### src/rtl/rr_arb4_sel.sv
// Four-requester round-robin arbiter with a registered grant index/enable,
// a one-cycle gap between owners and an optional bounded hold time.
module rr_arb4_sel #(
    parameter int unsigned HOLD_MAX = 15,
    parameter int unsigned CNT_W    = 4
) (
    input  logic       clk,
    input  logic       rst_n,
    input  logic [3:0] req,
    input  logic       done,
    output logic [1:0] gnt_idx,
    output logic       gnt_en,
    output logic       timeout,
    output logic [1:0] ptr
);

    localparam int unsigned NREQ  = 4;
    localparam int unsigned IDX_W = 2;
    localparam logic        HOLD_EN   = (HOLD_MAX != 0);
    localparam logic [CNT_W-1:0] HOLD_LAST =
        (HOLD_MAX == 0) ? '0 : CNT_W'(HOLD_MAX - 1);

    typedef enum logic {
        ST_IDLE  = 1'b0,
        ST_GRANT = 1'b1
    } state_t;

    state_t           r_state;
    state_t           w_state_nxt;
    logic [IDX_W-1:0] r_gnt_idx;
    logic [IDX_W-1:0] w_gnt_idx_nxt;
    logic [IDX_W-1:0] r_ptr;
    logic [IDX_W-1:0] w_ptr_nxt;
    logic [CNT_W-1:0] r_cnt;
    logic [CNT_W-1:0] w_cnt_nxt;
    logic             r_timeout;
    logic             w_timeout_nxt;

    logic [IDX_W-1:0] w_cand;
    logic [IDX_W-1:0] w_sel_idx;
    logic             w_any_req;
    logic             w_rel_norm;
    logic             w_hold_hit;

    // Rotating priority scan: lowest offset from r_ptr wins, so iterate downward.
    always_comb begin
        w_sel_idx = r_ptr;
        w_cand    = r_ptr;
        for (int k = NREQ - 1; k >= 0; k--) begin
            w_cand = r_ptr + IDX_W'(k);
            if (req[w_cand]) begin
                w_sel_idx = w_cand;
            end
        end
    end

    assign w_any_req  = |req;
    assign w_rel_norm = done | ~req[r_gnt_idx];
    assign w_hold_hit = HOLD_EN & (r_cnt == HOLD_LAST);

    always_ff @(posedge clk or negedge rst_n) begin
        if (!rst_n) begin
            r_state   <= ST_IDLE;
            r_gnt_idx <= '0;
            r_ptr     <= '0;
            r_cnt     <= '0;
            r_timeout <= 1'b0;
        end else begin
            r_state   <= w_state_nxt;
            r_gnt_idx <= w_gnt_idx_nxt;
            r_ptr     <= w_ptr_nxt;
            r_cnt     <= w_cnt_nxt;
            r_timeout <= w_timeout_nxt;
        end
    end

    // Next-state logic; timeout only flags a release caused solely by the hold limit.
    always_comb begin
        w_state_nxt   = r_state;
        w_gnt_idx_nxt = r_gnt_idx;
        w_ptr_nxt     = r_ptr;
        w_cnt_nxt     = r_cnt;
        w_timeout_nxt = 1'b0;
        case (r_state)
            ST_IDLE: begin
                if (w_any_req) begin
                    w_state_nxt   = ST_GRANT;
                    w_gnt_idx_nxt = w_sel_idx;
                    w_ptr_nxt     = w_sel_idx + IDX_W'(1);
                    w_cnt_nxt     = '0;
                end
            end
            ST_GRANT: begin
                if (w_rel_norm || w_hold_hit) begin
                    w_state_nxt   = ST_IDLE;
                    w_timeout_nxt = w_hold_hit & ~w_rel_norm;
                end else begin
                    w_cnt_nxt = r_cnt + CNT_W'(1);
                end
            end
            default: begin
                w_state_nxt = ST_IDLE;
            end
        endcase
    end

    assign gnt_idx = r_gnt_idx;
    assign gnt_en  = (r_state == ST_GRANT);
    assign timeout = r_timeout;
    assign ptr     = r_ptr;

endmodule

### config.mk
export PLATFORM = sky130hd
export DESIGN_NAME = rr_arb4_sel
export DESIGN_NICKNAME = d
export VERILOG_FILES = /design/src/rtl/rr_arb4_sel.sv
export SDC_FILE = /design/constraint.sdc
export NUM_CORES = 1
export LEC_CHECK = 0
export ABC_AREA = 0
export CAP_MARGIN = 5
export CORE_AREA = 4 4 41 43
export CTS_BUF_LIST = sky130_fd_sc_hd__clkbuf_8
export DETAILED_ROUTE_END_ITERATION = 6
export DIE_AREA = 0 0 45 47
export GPL_TIMING_DRIVEN = 0
export MAX_ROUTING_LAYER = met4
export PLACE_DENSITY_LB_ADDON = 0.2
export SLEW_MARGIN = 20
export SYNTH_ARGS = -nofsm -noshare
export SYNTH_HDL_FRONTEND = slang
export SYNTH_SLANG_ARGS = --single-unit
### constraint.sdc
create_clock -name clk -period 1.3 [get_ports clk]
set_input_delay 0.26 -clock clk [delete_from_list [all_inputs] [get_ports clk]]
set_output_delay 0.26 -clock clk [all_outputs]
set_load 0.01 [all_outputs]
== Word-level counts from Yosys, hierarchy flattened ==
Cells that the tools add are included.

* Add/sub/neg operators: 5
* $lt $le $gt $ge: 5
* Equality and inequality tests: 3
* Multiplexer cells: 22
* Bitwise logic cells: 5
* Reduce and logical (&&, ||, !) cells: 4

{| class="wikitable"
|+ Operators by type and width
! cell !! number
|-
| 2-bit by 3-bit < comparator with 1-bit output, second input constant || 5
|-
| 1-bit binary-select mux with 2-bit select || 5
|-
| 1-bit 2-to-1 mux || 9
|-
| 2-bit 2-to-1 mux || 4
|-
| 4-bit 2-to-1 mux || 2
|-
| 4-bit one-hot mux with 2 select lines || 1
|-
| 2-bit by 1-bit adder with 2-bit output, second input constant || 2
|-
| 2-bit adder, second input constant || 2
|-
| 4-bit by 1-bit adder with 4-bit output, second input constant || 1
|-
| 4-bit equality test, second input constant || 1
|-
| 2-bit != test, second input constant || 2
|-
| 2-bit AND reduction || 2
|-
| 4-bit OR reduction || 1
|-
| 1-bit NOT || 3
|-
| 1-bit one-hot mux with 2 select lines || 1
|-
| 1-bit bitwise AND || 1
|-
| 1-bit logical OR || 1
|-
| 1-bit OR || 1
|}

* Register bits: 10
* Bits of input ports: 7
* Output and inout bits: 6
* Word-level logic and storage cells: 49

== Longest topological paths before layout ==
* Depth after elaboration: 8
* Gate-level depth with buffers: 6
* Gate-level depth less buffers: 6

== Worst setup path before layout ==
OpenSTA, ideal clock, no wires.

* Kind: reg2reg
* Start point: reg r_cnt[0]
* End point: reg r_cnt[3]
* Library setup time: 129 ps
* Arrival time: 1,123 ps
* Data required time: 1,171 ps
* Path slack: 47 ps
* Cell stages (with the launch flop): 7
* Buffers on the path: 0
* Period minus slack after synthesis: 1,253 ps
* Path through: dfrtp_1 -> inv_1 -> ha_1 -> nand3_1 -> nand4_2 -> o211ai_1 -> o31ai_1

* Longest elaborated chain between the ends: 4
* Elaborated cells between the ends (all ways): 7
* Those cells by class: add/sub: 1; eq/ne: 2; mux: 2; reduce/logical: 2

{| class="wikitable"
|+ RTL lines
! item !! line !! RTL
|-
| from (decl) || 34 || <nowiki>logic [CNT_W-1:0] r_cnt;</nowiki>
|-
| from (signal assigned) || 72 || <nowiki>r_cnt <= w_cnt_nxt;</nowiki>
|-
| parallel branches: the longest is 4 deep, another holds 4-bit by 1-bit adder with 4-bit output || n/a ||
|}

Parallel ways; which one is timed is not known. The select of a mux whose other input is x is not followed.
A chain may end at the register's enable or synchronous reset.

== Worst setup path in the final report ==
* Start point: reg r_gnt_idx[0] (netlist: gnt_idx[0])
* End point: reg r_cnt[2]

* Longest elaborated chain between the ends: 7

{| class="wikitable"
|+ RTL lines
! item !! line !! RTL
|-
| from (decl) || 30 || <nowiki>logic [IDX_W-1:0] r_gnt_idx;</nowiki>
|-
| from (signal assigned) || 70 || <nowiki>r_gnt_idx <= w_gnt_idx_nxt;</nowiki>
|-
| 1-bit binary-select mux with 2-bit select || 58 || <nowiki>assign w_rel_norm = done | ~req[r_gnt_idx];</nowiki>
|-
| 1-bit 2-to-1 mux (not written as such) || 58 ||
|-
| 1-bit NOT || 58 ||
|-
| 1-bit OR || 58 ||
|-
| 1-bit logical OR || 94 || <nowiki>if (w_rel_norm || w_hold_hit) begin</nowiki>
|-
| 2-bit != test (no line) || n/a ||
|-
| 2-bit AND reduction (no line) || n/a ||
|}

Every way passes these cells. The select of a mux whose other input is x is not followed.

==> reports/results.ini <==
[synth]
synth-async-reset-ratio_pct=100.0
synth_edf_count=0
synth_top_cells_by_area=dfrtp_1, nand2_1, ha_1
synth.cell_area_um2=563.0
synth_cell_types=25
synthCells=61
ys_warn_count=0
synth_ff_type=dfrtp_1
yosysTopAreaCell=dfrtp_1
syn_avg_cell_area_um2=9.230
ys_ff_latch=10
ys_seq_area_share_pct=44.44
synth.top_cells.by_count=dfrtp_1, nand2_1, nor2_1
yosysMostFrequentCell=dfrtp_1
syn_nets=70
synth_top_area_share_pct=44.44

[critical_path]
slowest_stage=dfrtp_1
worst_setup_path_start_kind=flip-flop
rr_startpoint=gnt_idx[0]
cp_cell_sequence=buf_6, mux2i_1, nand2_1, nand4_4, o211ai_1, o31ai_1
critical_path_required_ns=1.42
r2r_slack_ns=-0.04
worstSetupEndpointType=flip-flop
critPathMaxFanout=8
critPathMaxStageDelay_ns=0.38
timing.reg2reg.worst_path_depth=6
crit_type=flip-flop to flip-flop
r2r_end=r_cnt[2]
cp_data_arrival_time_ns=1.46

[flow_run]
maxCapViolCount=0

[power]
switchingPower_uw=603.0
p_per_area_nw_per_um2=2050
swShare_pct=36.97
power_frac_seq_pct=31.2
power_frac_comb_pct=44.5
p_leak_uw=0.0003670
p_int_uw=1028
p_total_uw=1631
vdd_drop_max_uv=1034
pwr-share-clk_pct=24.2

[detailed_routing]
wl_mm=1.237
postRouteAntennaNets=0
wl_per_cell_um=13.02
drt_iter0_markers=3
viasPerCell=5.263
dr.pass1.iters=4
drc=0
vias=500

[timing]
tightest_slew_ns=0.4566
setup_tns_ns=-0.06598
finalCriticalPeriod_ns=1.341
final-setup-viol-count=2
rsz0062_at_grt=yes
whs_ns=0.3397
fin_ws_ns=-0.04067
finalHoldViolCount=0
max_freq_mhz=745.9
finalCritPeriodShare_pct=103.1
finClkSkew_ns=0.001014
slew_headroom_pct=69.47
drv_slew=0

[floorplan]
die_area_um2=2115
die_x_um=45
rows=13
die_h_um=47
top_level_ports=13
start_util_pct=43.27
core_area_um2=1301

[cells_and_area]
n_antenna_cell=0
syn2layout_area_growth_pct=41.33
fillerInstances=124
post-route-util_pct=61.15
drive_above_1_share_pct=18.75
num-nets-final=90
stdcell_area_um2=795.8

[placed_design]
gp_congestion=0.7656
placed_area_um2=701.9
hpwl_um=845.4
io_buffers=12

[global_routing]
grt_usage_pct=14.93
grt_max_degree=11
antenna_found_initial=0
grt_pass1_vias=496
grt-ovfl-total=0
grt_pass1_wl_mm=2.152

[outcome]
outcome=complete, but fails checks
failed_checks=setup timing

[clock_tree]
clk_path_buf_depth=2
cts_tree=built
insertion_delay_ns=0.24
cts-root-buf=clkbuf_8
clkTransAtPathRegs_ns=0.05
cts_max_level=1
cts_sinks=10
cts_buffers=3

[worst_hold_path]
hold_class=primary input to asynchronous set/reset pin

## kinds of logic (layout without fill, tap and decap cells)
group                    count (synthesis)  after routing  share of synthesized area [%]
AO/OA/AOI/OAI                           17             17                          21.78
XOR/XNOR                                 1              1                          1.556
adder cells (fa/ha/maj)                  2              2                          4.444
buffers and inverters                    3             22                          2.000
flip-flops                              10             10                          44.44
multiplexers                             1              1                          1.778
AND/OR/NAND/NOR                         27             27                          24.00
## worst max-delay path, delay by kind of cell, from the launching register on
kind                   cells  cell delay [ns]
muxes                      1             0.11
AOI/OAI and AO/OA          2             0.29
and+or+nand+nor            2             0.30
DFF                        1             0.38
buffers and inverters      1             0.13
## area by class of cell
type                            instances  area [um2]  area share (%)
Timing Repair Buffer                   15       133.9           16.82
Sequential cell                        10       251.5           31.60
Tap cell                               15       18.77           2.358
Multi-Input combinational cell         48       325.3           40.88
Clock buffer                            4       55.05           6.918
Inverter                                3       11.26           1.415
## power by group through the flow
stage	logic [uW]	registers [uW]	clock network, uW
2_1_floorplan	354	548	0
3_3_place_gp	628	537	0
3_5_place_dp	631	534	0
4_1_cts	689	506	410
5_1_grt	804	523	429
6_report	726	509	395
## sequential cells by signal (all words and copies together) (netlist names)
name     flops
ptr          2
gnt_idx      2
gnt_en       1
r_cnt        4
timeout      1
## stage by stage
step / setup slack [ns] / cells
final: -0.04067 / 95
after global routing: -0.1493 / 95
after CTS: -0.01361 / 94
after detailed placement: -0.4433 / 88
after global placement: -0.4286 / 88
after floorplan: 0.04722 / 61
## per-layer routing
layer  up-vias  part of all wire, %  GRT usage, %
met4         0                  1.8         10.53
li1        253                    -             -
met1       237                   50         18.78
met3         2                  2.7         3.448
met2         8                   46         20.90
met5         -                    0             -
## cells in the final DEF, fill, tap and decap left out, types with 2 or more instances in the layout
master	netlist	routed
inv_1	3	3
dlygate4sd2_1	0	10
a21oi_1	2	2
o21ai_0	2	2
buf_4	0	2
clkbuf_8	0	4
o21ai_1	2	2
o31ai_1	2	2
o211ai_1	2	2
nand2_1	8	8
nand3_1	4	3
nand2b_1	3	3
ha_1	2	2
dfrtp_1	10	9
nor2_1	6	6
clkdlybuf4s50_1	0	2
## worst max-delay path by stage
stage / from / to / slack, ns / cells past startpoint
global placement: req[0] / r_cnt[3] / -0.43 / 6
detailed placement: req[0] / r_cnt[3] / -0.44 / 6
floorplan: r_cnt[0] / r_cnt[3] / 0.05 / 6
global route: gnt_idx[0] / r_cnt[2] / -0.15 / 6
CTS: gnt_idx[0] / r_cnt[2] / -0.01 / 6
finish: gnt_idx[0] / r_cnt[2] / -0.04 / 6
## repair_timing
| item | CTS | global route |
|---|---|---|
| setup endpoints to repair | 14 | 6 |
| hold buffers | 0 | 0 |
| endpoints found under the hold margin | 0 | 0 |
| setup buffers | 2 | 1 |
| pin swaps | 4 | 3 |
| resized for setup | 15 | 2 |
No activity file was read; power rests on OpenSTA's default activity.
